### src/rtl/muldiv_unit_if.sv
// ----------------------------------------------------------------------------
// muldiv_unit_if
//   Request/result bundle between the execute stage and the multiply/divide
//   unit.
//   master (execute stage): drives start, op, a, b, cancel; observes busy,
//                           done, hi, lo.
//   slave  (muldiv_unit)  : the mirror image.
//   Signals:
//     start  - request, honoured only while busy is low
//     op     - 0 MULT, 1 MULTU, 2 DIV, 3 DIVU, 4 MTHI, 5 MTLO, 6/7 no-op
//     a, b   - rs / rt operands
//     cancel - pipeline flush; aborts an in-flight operation
//     busy   - iterative operation in flight (pipeline stall)
//     done   - one-cycle pulse after HI/LO take an iterative result
//     hi, lo - architectural HI/LO registers
// ----------------------------------------------------------------------------
interface muldiv_unit_if #(
  parameter int WIDTH = 32
);
  logic             start;
  logic [2:0]       op;
  logic [WIDTH-1:0] a;
  logic [WIDTH-1:0] b;
  logic             cancel;
  logic             busy;
  logic             done;
  logic [WIDTH-1:0] hi;
  logic [WIDTH-1:0] lo;

  modport master (
    output start, op, a, b, cancel,
    input  busy, done, hi, lo
  );

  modport slave (
    input  start, op, a, b, cancel,
    output busy, done, hi, lo
  );
endinterface

### src/rtl/muldiv_unit.sv
// ----------------------------------------------------------------------------
// muldiv_unit
//   Iterative multiply/divide unit owning the HI/LO registers. Signed and
//   unsigned multiply (shift-add) and divide (restoring) run on operand
//   magnitudes for WIDTH cycles, then a single FIX cycle applies the result
//   signs and writes HI/LO. MTHI/MTLO write HI/LO directly while idle.
//   Ports:
//     clk - rising-edge clock
//     rst - synchronous, active-low reset
//     bus - muldiv_unit_if slave modport (see interface header)
// ----------------------------------------------------------------------------
module muldiv_unit #(
  parameter int WIDTH = 32
) (
  input  logic          clk,
  input  logic          rst,
  muldiv_unit_if.slave  bus
);

  localparam int              CW   = (WIDTH > 1) ? $clog2(WIDTH) : 1;
  localparam logic [CW-1:0]   LAST = CW'(WIDTH - 1);
  localparam logic [2:0]      OP_MTHI = 3'd4;
  localparam logic [2:0]      OP_MTLO = 3'd5;

  typedef enum logic [1:0] {
    IDLE,
    CALC,
    FIX
  } state_t;

  state_t             state_q, state_d;
  logic [CW-1:0]      count_q;
  logic [2*WIDTH-1:0] acc_q;       // mult: {partial, multiplier}; div: {remainder, dividend/quotient}
  logic [WIDTH-1:0]   operand_q;   // multiplicand or divisor magnitude
  logic               div_q;
  logic               res_neg_q;   // negate product / quotient
  logic               rem_neg_q;   // negate remainder
  logic [WIDTH-1:0]   hi_q, lo_q;
  logic               done_q;

  // Request decode on the live inputs.
  logic             op_signed, op_div, a_neg, b_neg;
  logic [WIDTH-1:0] mag_a, mag_b;

  always_comb begin
    op_signed = ~bus.op[0];
    op_div    = bus.op[1];
    a_neg     = op_signed & bus.a[WIDTH-1];
    b_neg     = op_signed & bus.b[WIDTH-1];
    mag_a     = a_neg ? (~bus.a + 1'b1) : bus.a;
    mag_b     = b_neg ? (~bus.b + 1'b1) : bus.b;
  end

  // FSM next-state and control strobes.
  logic accept, mt_hi_we, mt_lo_we, commit;

  // NOTE: every always_comb output gets a default first so no path through
  // the case/if tree leaves it unassigned, which would infer a latch.
  always_comb begin
    state_d  = state_q;
    accept   = 1'b0;
    mt_hi_we = 1'b0;
    mt_lo_we = 1'b0;
    commit   = 1'b0;
    case (state_q)
      IDLE: begin
        // A cancel in IDLE swallows a same-cycle start.
        if (bus.start && !bus.cancel) begin
          if (!bus.op[2]) begin
            accept  = 1'b1;
            state_d = CALC;
          end else if (bus.op == OP_MTHI) begin
            mt_hi_we = 1'b1;
          end else if (bus.op == OP_MTLO) begin
            mt_lo_we = 1'b1;
          end
        end
      end
      CALC: begin
        if (bus.cancel)            state_d = IDLE;
        else if (count_q == LAST)  state_d = FIX;
      end
      FIX: begin
        state_d = IDLE;
        commit  = ~bus.cancel;
      end
      default: state_d = IDLE;
    endcase
  end

  // One iteration of the datapath.
  logic [WIDTH:0]     mul_sum;
  logic [WIDTH:0]     rem_sh;
  logic [WIDTH:0]     rem_diff;
  logic [2*WIDTH-1:0] acc_step;

  always_comb begin
    mul_sum  = {1'b0, acc_q[2*WIDTH-1:WIDTH]} + {1'b0, operand_q};
    // Partial remainder shifted left with the next dividend bit brought in.
    rem_sh   = acc_q[2*WIDTH-1:WIDTH-1];
    rem_diff = rem_sh - {1'b0, operand_q};
    acc_step = acc_q;
    if (div_q) begin
      // rem_sh < 2*divisor, so the MSB of the difference is a clean borrow.
      if (!rem_diff[WIDTH]) acc_step = {rem_diff[WIDTH-1:0], acc_q[WIDTH-2:0], 1'b1};
      else                  acc_step = {rem_sh[WIDTH-1:0],   acc_q[WIDTH-2:0], 1'b0};
    end else begin
      if (acc_q[0]) acc_step = {mul_sum, acc_q[WIDTH-1:1]};
      else          acc_step = {1'b0, acc_q[2*WIDTH-1:1]};
    end
  end

  // Sign fix-up applied in the FIX cycle.
  logic [2*WIDTH-1:0] prod_fix;
  logic [WIDTH-1:0]   quo_fix, rem_fix, fix_hi, fix_lo;

  always_comb begin
    prod_fix = res_neg_q ? (~acc_q + 1'b1) : acc_q;
    quo_fix  = res_neg_q ? (~acc_q[WIDTH-1:0] + 1'b1) : acc_q[WIDTH-1:0];
    rem_fix  = rem_neg_q ? (~acc_q[2*WIDTH-1:WIDTH] + 1'b1) : acc_q[2*WIDTH-1:WIDTH];
    fix_hi   = div_q ? rem_fix : prod_fix[2*WIDTH-1:WIDTH];
    fix_lo   = div_q ? quo_fix : prod_fix[WIDTH-1:0];
  end

  always_ff @(posedge clk) begin
    if (!rst) state_q <= IDLE;
    else      state_q <= state_d;
  end

  // NOTE: sequential state uses non-blocking assignments only, so every
  // register samples the pre-edge values regardless of statement order.
  // NOTE: the working registers (acc_q, operand_q, flags) are reset along
  // with HI/LO; they are few and a known start keeps X out of simulation.
  always_ff @(posedge clk) begin
    if (!rst) begin
      count_q   <= '0;
      acc_q     <= '0;
      operand_q <= '0;
      div_q     <= 1'b0;
      res_neg_q <= 1'b0;
      rem_neg_q <= 1'b0;
      hi_q      <= '0;
      lo_q      <= '0;
      done_q    <= 1'b0;
    end else begin
      done_q <= commit;
      if (accept) begin
        count_q   <= '0;
        div_q     <= op_div;
        operand_q <= op_div ? mag_b : mag_a;
        acc_q     <= {{WIDTH{1'b0}}, (op_div ? mag_a : mag_b)};
        // A zero divisor keeps the quotient at all-ones; the remainder path
        // then reproduces the original dividend on its own.
        res_neg_q <= (a_neg ^ b_neg) & ~(op_div & (bus.b == '0));
        rem_neg_q <= a_neg;
      end
      if (mt_hi_we) hi_q <= bus.a;
      if (mt_lo_we) lo_q <= bus.a;
      if (state_q == CALC && !bus.cancel) begin
        acc_q   <= acc_step;
        count_q <= count_q + 1'b1;
      end
      if (commit) begin
        hi_q <= fix_hi;
        lo_q <= fix_lo;
      end
    end
  end

  assign bus.busy = (state_q != IDLE);
  assign bus.done = done_q;
  assign bus.hi   = hi_q;
  assign bus.lo   = lo_q;

endmodule

### src/flat_wrapper.sv
// flat-port wrapper written by rule: the top's interface ports become plain ports
module muldiv_unit_flat 
#(
  parameter int WIDTH = 32
)
  (clk, rst, bus_start, bus_op, bus_a, bus_b, bus_cancel, bus_busy, bus_done, bus_hi, bus_lo);
  muldiv_unit_if #(.WIDTH(WIDTH)) bus_i ();
  input  logic clk;
  input  logic rst;
  input wire logic [$bits(bus_i.start)-1:0] bus_start;
  input wire logic [$bits(bus_i.op)-1:0] bus_op;
  input wire logic [$bits(bus_i.a)-1:0] bus_a;
  input wire logic [$bits(bus_i.b)-1:0] bus_b;
  input wire logic [$bits(bus_i.cancel)-1:0] bus_cancel;
  output wire logic [$bits(bus_i.busy)-1:0] bus_busy;
  output wire logic [$bits(bus_i.done)-1:0] bus_done;
  output wire logic [$bits(bus_i.hi)-1:0] bus_hi;
  output wire logic [$bits(bus_i.lo)-1:0] bus_lo;
  assign bus_i.start = bus_start;
  assign bus_i.op = bus_op;
  assign bus_i.a = bus_a;
  assign bus_i.b = bus_b;
  assign bus_i.cancel = bus_cancel;
  assign bus_busy = bus_i.busy;
  assign bus_done = bus_i.done;
  assign bus_hi = bus_i.hi;
  assign bus_lo = bus_i.lo;
  muldiv_unit #(.WIDTH(WIDTH)) u_core (.clk(clk), .rst(rst), .bus(bus_i));
endmodule
### config.mk
export PLATFORM = sky130hd
export DESIGN_NAME = muldiv_unit_flat
export DESIGN_NICKNAME = d
export VERILOG_FILES = /design/src/rtl/muldiv_unit_if.sv /design/src/rtl/muldiv_unit.sv /design/src/flat_wrapper.sv
export SDC_FILE = /design/constraint.sdc
export NUM_CORES = 1
export LEC_CHECK = 0
export CORE_MARGIN = 1
export CORE_UTILIZATION = 50
export DETAILED_ROUTE_END_ITERATION = 8
export PLACE_DENSITY = 0.68
export REMOVE_ABC_BUFFERS = 1
export SYNTH_ARGS = -nofsm -noshare
export SYNTH_HDL_FRONTEND = slang
export SYNTH_SLANG_ARGS = --single-unit
### constraint.sdc
create_clock -name clk -period 7.08 [get_ports clk]
set_clock_uncertainty 0.15 [all_clocks]
set_input_delay 1.416 -clock clk [delete_from_list [all_inputs] [get_ports clk]]
set_output_delay 1.416 -clock clk [all_outputs]
set_load 0.005 [all_outputs]
==> flow_summary.json, run 1 <==
{
  "final_common_cell": "a21oi_1",
  "holdPathEnd": "u_core.count_q[4]",
  "max_clock_freq_mhz": 211,
  "synth_edf_count": 0,
  "crit_path_frequent_cell": "nor4_1",
  "r2r_end": "u_core.acc_q[45]",
  "timing.final.crit_share_pct": 67.1,
  "ios": 137,
  "final_cell_area_um2": 17100,
  "num_rows": 63,
  "post_dp_cell_area_um2": 16500,
  "drt_iter0_drc": 1477,
  "yosysUniqueCellTypes": 81,
  "drc": 0,
  "hpwlAfterDp_um": 37900,
  "overflow": 0,
  "ys_seq_area_share_pct": 22.8,
  "vias": 15466,
  "drv_slew": 0,
  "synthCells": 2020,
  "die_area_um2": 30700,
  "synth_top_flop_cell": "dfxtp_1",
  "cp_top_family": "simple AND/OR/NAND/NOR gates",
  "grt_max_degree": 101,
  "die_x_um": 175,
  "setup_slack_ns": 2.33,
  "ant_nets": 0,
  "ys_warn_count": 0,
  "tightest_slew_ns": 1.21,
  "cts-root-buf": "clkbuf_16",
  "post_cts_resized": 0,
  "worstSkewPairLatency_ns": 0.45,
  "drive_above_1_share_pct": 5.89,
  "hp-start": "u_core.count_q[4]",
  "drv_cap": 0,
  "final_hold_viol_count": 0,
  "fin_nets": 2186,
  "cp.arrival_ns": 4.94,
  "gp_congestion": 0.977,
  "clockBufferDepth": 2,
  "vias_per_cell": 6.32,
  "cts_tree": "done",
  "rsz0062_at_grt": "no",
  "grt_pass1_vias": 14102,
  "cts-hold-fix-buffers": 0,
  "synth.area.top_cells": "dfxtp_1 23%, mux2i_1 7.0%, a21oi_1 7.0%",
  "area_growth_pct": 13.9,
  "r2r_slack_ns": 2.44,
  "ff2ff_path_depth": 14,
  "antenna_found_initial": 0,
  "hold_depth": 2,
  "ys_ff_latch": 171,
  "critPathLaunchType": "input port",
  "drt-total-wl_um": 52000,
  "clk_pin_slew_ns": 0.07,
  "p_leak_nw": 6.65,
  "cp_cell_sequence": "clkdlybuf4s50_1 > inv_1 > ha_1 > or4b_2 > nor4_1 > nand2b_1 > nor4_1 > buf_4 > nand2_1 > o21ai_0 > xnor2_1 > mux2i_1 > o221ai_1 > and2_1",
  "finalSetupTns_ns": 0,
  "min_path_type": "reg -> reg",
  "grt_pass1_wl_um": 80500,
  "die_y_um": 175,
  "routedWlPerCell_um": 21.3,
  "status": "finished, final reports clean",
  "mostFrequentLayoutCells": "209 x a21oi_1, 187 x nor2_1, 175 x nand2_1",
  "synth_top_cell_by_area": "dfxtp_1",
  "start_util_pct": 50.7,
  "slowest_stage": "or4b_2",
  "grt_use_total_pct": 33.3,
  "numCtsBuffers": 17,
  "synthArstFlopShare_pct": 0,
  "portBuffers": 136,
  "clock-sinks": 171,
  "yosysTopAreaCellShare_pct": 22.8,
  "htreeDepth": 4,
  "pre_cts_ws_ns": 1.95,
  "crit_fanout": 5,
  "setup_viol": 0,
  "synth.cell_area_um2": 15000,
  "path_class": "in -> reg",
  "syn_area_per_cell_um2": 7.44,
  "power_density_nw_per_um2": 158,
  "slowest_delay_ns": 0.69,
  "ir_worst_vdd_mv": 0.161,
  "core_area_um2": 29600,
  "rr_startpoint": "u_core.acc_q[31]",
  "required_ns": 7.27,
  "path_buf_inv": 3,
  "cp-end-kind": "flip-flop",
  "diodes": 0,
  "finalCriticalPeriod_ns": 4.75,
  "max_slew_margin_pct": 19.3,
  "cts_setup_buffers": 0,
  "drt_pre_antenna_iters": 6
}
## layout make-up
class	count	area, um^2
Fill cell	2864	12500
Multi-Input combinational cell	1626	10800
Sequential cell	171	3430
Timing Repair Buffer	160	1540
Tap cell	390	488
Clock buffer	18	439
Inverter	67	253
Clock inverter	14	181
## tightest hold or removal path, cell delays in order (launching register included)
cell and delay, ns:
dfxtp_1 0.32, nand3_1 0.06, a21oi_1 0.06
## Yosys cell counts (5+ instances only)
library cell,count
a21oi_1,209
nor2_1,189
nand2_1,176
dfxtp_1,171
clkbuf_1,133
o21ai_0,121
mux2i_1,105
xnor2_1,102
ha_1,70
inv_1,66
xor2_1,66
a211oi_1,63
o211ai_1,49
a31oi_1,45
nand3_1,44
nor3_1,33
a21o_1,28
o31ai_1,27
nor2b_1,26
mux2_2,25
and2_1,18
buf_1,16
nand4_1,16
a22o_1,15
or4_1,14
nor4_1,13
nand2b_1,12
o22ai_1,12
o41ai_1,12
and3_1,10
or3_1,10
o21a_1,8
or2_2,7
a311oi_1,6
a22oi_1,5
buf_2,5
o21bai_1,5
or4_4,5
## per-stage QoR
stage          utilization (%)  instances  total power, mW  hold WS, ns
2_1_floorplan                -       1864             1.45        0.298
3_5_place_dp              55.6       2414             1.69        0.319
6_report                  57.7       2446             2.71        0.329
3_3_place_gp              55.6       2414             1.68        0.307
4_1_cts                   57.7       2446             2.70        0.329
5_1_grt                   57.7       2446             2.80        0.363
## power by group
group | switching [mW] | internal [mW]
logic | 0.398 | 0.264
clock network | 0.457 | 0.572
registers | 0.0380 | 0.983
total | 0.893 | 1.82
## sequential cells by signal, summed over array words and instances (netlist names)
signal            cells
u_core.acc_q         64
u_core.bus.done       1
u_core.bus.hi        32
u_core.bus.lo        32
u_core.count_q        5
u_core.div_q          1
u_core.operand_q     32
u_core.rem_neg_q      1
u_core.res_neg_q      1
u_core.state_q        2
## logic make-up (layout without fill, tap and decap cells)
kind of cell / count (synthesis) / in the layout / synth area share, %
AND/OR/NAND/NOR: 600 / 600 / 19.2
AO/OA/AOI/OAI: 656 / 656 / 27.6
multiplexers: 130 / 130 / 8.87
buffers and inverters: 223 / 259 / 5.67
XOR/XNOR: 168 / 168 / 9.79
flip-flops: 171 / 171 / 22.8
adder cells (fa/ha/maj): 72 / 72 / 6.10
## how the worst max path moves through the flow
stage,endpoint,startpoint,slack (ns),depth (start not counted)
floorplan,u_core.bus.hi[0],bus_cancel,0.08,6
global placement,u_core.acc_q[25],bus_a[1],2.04,11
detailed placement,u_core.operand_q[24],bus_a[0],1.95,14
CTS,u_core.operand_q[24],bus_a[0],2.42,14
global route,u_core.operand_q[24],bus_a[0],2.11,14
finish,u_core.acc_q[28],bus_a[0],2.33,14
## routing by layer
metal	global-route usage [%]	vias up	part of all wire, %
met5	0	-	0
met4	10.3	0	2.6
met3	3.98	99	7.0
met2	52.5	668	45
met1	47.1	7308	46
li1	-	7391	-
Note: power is estimated with default switching activity, not from simulation.
==> run 2: changes to the inputs <==
- clock period: 7.08 -> 4.5 ns (I/O delays scaled with it)
==> run 2 against run 1 <==
Net effect: global-route usage up 0.66 points; worst setup slack worse by 2.0 ns; wire length up 1.6%; sequential power up 57%; count of clock-buffer cells in the layout unchanged; largest cell class unchanged; worst hold slack better by 0.0044 ns; total power up 56%; flip-flop and latch count unchanged; die area unchanged; register-to-register slack worse by 2.1 ns.
==> flow_summary.json, run 2 (same netlist as run 1, synthesis figures left out) <==
{
  "status": "finished, final reports clean",
  "cp.arrival_ns": 4.33,
  "vias": 15734,
  "gp_congestion": 0.982,
  "fin_cells": 2484,
  "drv_cap": 0,
  "r2r_end": "u_core.acc_q[61]",
  "grt_pass1_wl_um": 81800,
  "grt_max_degree": 88,
  "num_rows": 63,
  "portBuffers": 136,
  "final_common_cell": "a21oi_1",
  "rr_startpoint": "u_core.acc_q[31]",
  "switchingPower_mw": 1.44,
  "mostFrequentLayoutCells": "209 x a21oi_1, 187 x nor2_1, 175 x nand2_1",
  "required_ns": 4.68,
  "start_util_pct": 50.7,
  "ant_nets": 0,
  "p_int_mw": 2.79,
  "drt-total-wl_um": 52900,
  "holdPathEnd": "u_core.count_q[4]",
  "vias_per_cell": 6.33,
  "drc": 0,
  "post_cts_resized": 0,
  "overflow": 0,
  "antenna_found_initial": 1,
  "dpl.cell_count": 2451,
  "cp-end-kind": "flip-flop",
  "setup_viol": 0,
  "largest_register": "u_core.acc_q",
  "p_clk_share_pct": 36.5,
  "htreeDepth": 4,
  "ff2ff_path_depth": 15,
  "finalCriticalPeriod_ns": 4.15,
  "power.total_mw": 4.22,
  "clk_pin_slew_ns": 0.08,
  "core_area_um2": 29600,
  "crit_fanout": 33,
  "rsz0062_at_grt": "no",
  "numCtsBuffers": 17,
  "p_leak_nw": 6.83,
  "p_comb_share_pct": 25.5,
  "routedWlPerCell_um": 21.3,
  "max_slew_margin_pct": 26.3,
  "final_hold_viol_count": 0,
  "r2r_slack_ns": 0.35,
  "cts_tree": "done",
  "fin_nets": 2223,
  "postLayoutCoreUtil_pct": 58.7,
  "min_path_type": "reg -> reg",
  "critPathLaunchType": "flip-flop",
  "hold_depth": 2,
  "die_x_um": 175,
  "die_y_um": 175,
  "cts_setup_buffers": 0,
  "ios": 137,
  "tightest_slew_ns": 1.11,
  "drt_pre_antenna_iters": 6,
  "worstSkewPairLatency_ns": 0.45,
  "clock-sinks": 171,
  "grt_pass1_vias": 14656,
  "drv_slew": 0,
  "ir_worst_vdd_mv": 0.224,
  "clockBufferDepth": 2,
  "setup_slack_ns": 0.348,
  "largest_register_ffs": 64,
  "cts-root-buf": "clkbuf_16",
  "hpwlAfterDp_um": 38800,
  "swShare_pct": 34.1,
  "cts-hold-fix-buffers": 0,
  "die_area_um2": 30700,
  "pre_cts_ws_ns": 0.0268,
  "grt_use_total_pct": 33.9,
  "path_class": "reg -> reg",
  "p_seq_share_pct": 38.0,
  "drive_above_1_share_pct": 7.55,
  "drt_iter0_drc": 1740,
  "timing.final.crit_share_pct": 92.3,
  "power_density_nw_per_um2": 243,
  "hp-start": "u_core.count_q[4]",
  "max_clock_freq_mhz": 241,
  "area_growth_pct": 15.8
}
==> run 2: critical path, stage by stage (launching register included) <==
cell and delay [ns]:
dfxtp_1 0.33, inv_1 0.10, ha_1 0.24, fa_1 0.42, nand2b_1 0.20, a21oi_1 0.28, o22ai_1 0.22, o31ai_1 0.22
buf_4 0.16, and4_1 0.25, o2111ai_1 0.20, a221oi_4 0.31, buf_12 0.27, nand2_1 0.23, nor4bb_1 0.36, a21oi_1 0.06
==> run 2: worst max-delay path by stage <==
stage	startpoint	slack (ns)	cells after the start	to
floorplan	bus_cancel	-1.99	6	u_core.bus.hi[0]
global placement	bus_a[8]	0.09	11	u_core.acc_q[25]
detailed placement	bus_a[8]	0.03	10	u_core.operand_q[27]
CTS	u_core.acc_q[31]	0.36	15	u_core.acc_q[61]
global route	u_core.acc_q[31]	0.19	15	u_core.acc_q[61]
finish	u_core.acc_q[31]	0.35	15	u_core.acc_q[61]
==> run 2: per-stage QoR <==
step           instance area (um^2)  hold slack (ns)  setup TNS [ns]
2_1_floorplan                 14400            0.298          -78.58
3_3_place_gp                  16800            0.307               0
3_5_place_dp                  16800            0.320               0
4_1_cts                       17400            0.333               0
5_1_grt                       17400            0.363               0
6_report                      17400            0.334               0
==> run 2: layout make-up <==
type | instances | area (um^2)
diodes | 1 | 2.50
clock buffers | 18 | 439
clock inverters | 14 | 153
fillers | 2793 | 12200
inverters | 67 | 253
multi-input cells | 1626 | 10800
flip-flops and latches | 171 | 3430
well taps | 390 | 488
repair buffers | 197 | 1850
==> run 2: per-layer routing <==
layer / up-vias / wire length (um) / track usage [%] / part of all wire [%]
met5: - / 0 / 0 / 0
met4: 0 / 1520 / 12.0 / 2.9
met3: 97 / 4710 / 5.28 / 8.9
met2: 741 / 23700 / 53.3 / 45
met1: 7434 / 23000 / 46.9 / 43
li1: 7462 / - / - / -
==> run 2: power groups by stage <==
stage / combinational [mW] / sequential, mW / clock [mW]
final: 1.08 / 1.60 / 1.54
after global placement: 1.04 / 1.64 / 0
after CTS: 1.06 / 1.60 / 1.55
after floorplan: 0.664 / 1.62 / 0
after global routing: 1.16 / 1.61 / 1.62
after detailed placement: 1.05 / 1.64 / 0
==> run 3: changes to the inputs <==
- SETUP_SLACK_MARGIN: unset -> 0.02
==> results of run 3 <==
Same layout as run 2: the final DEF is identical, and so are final timing and power.
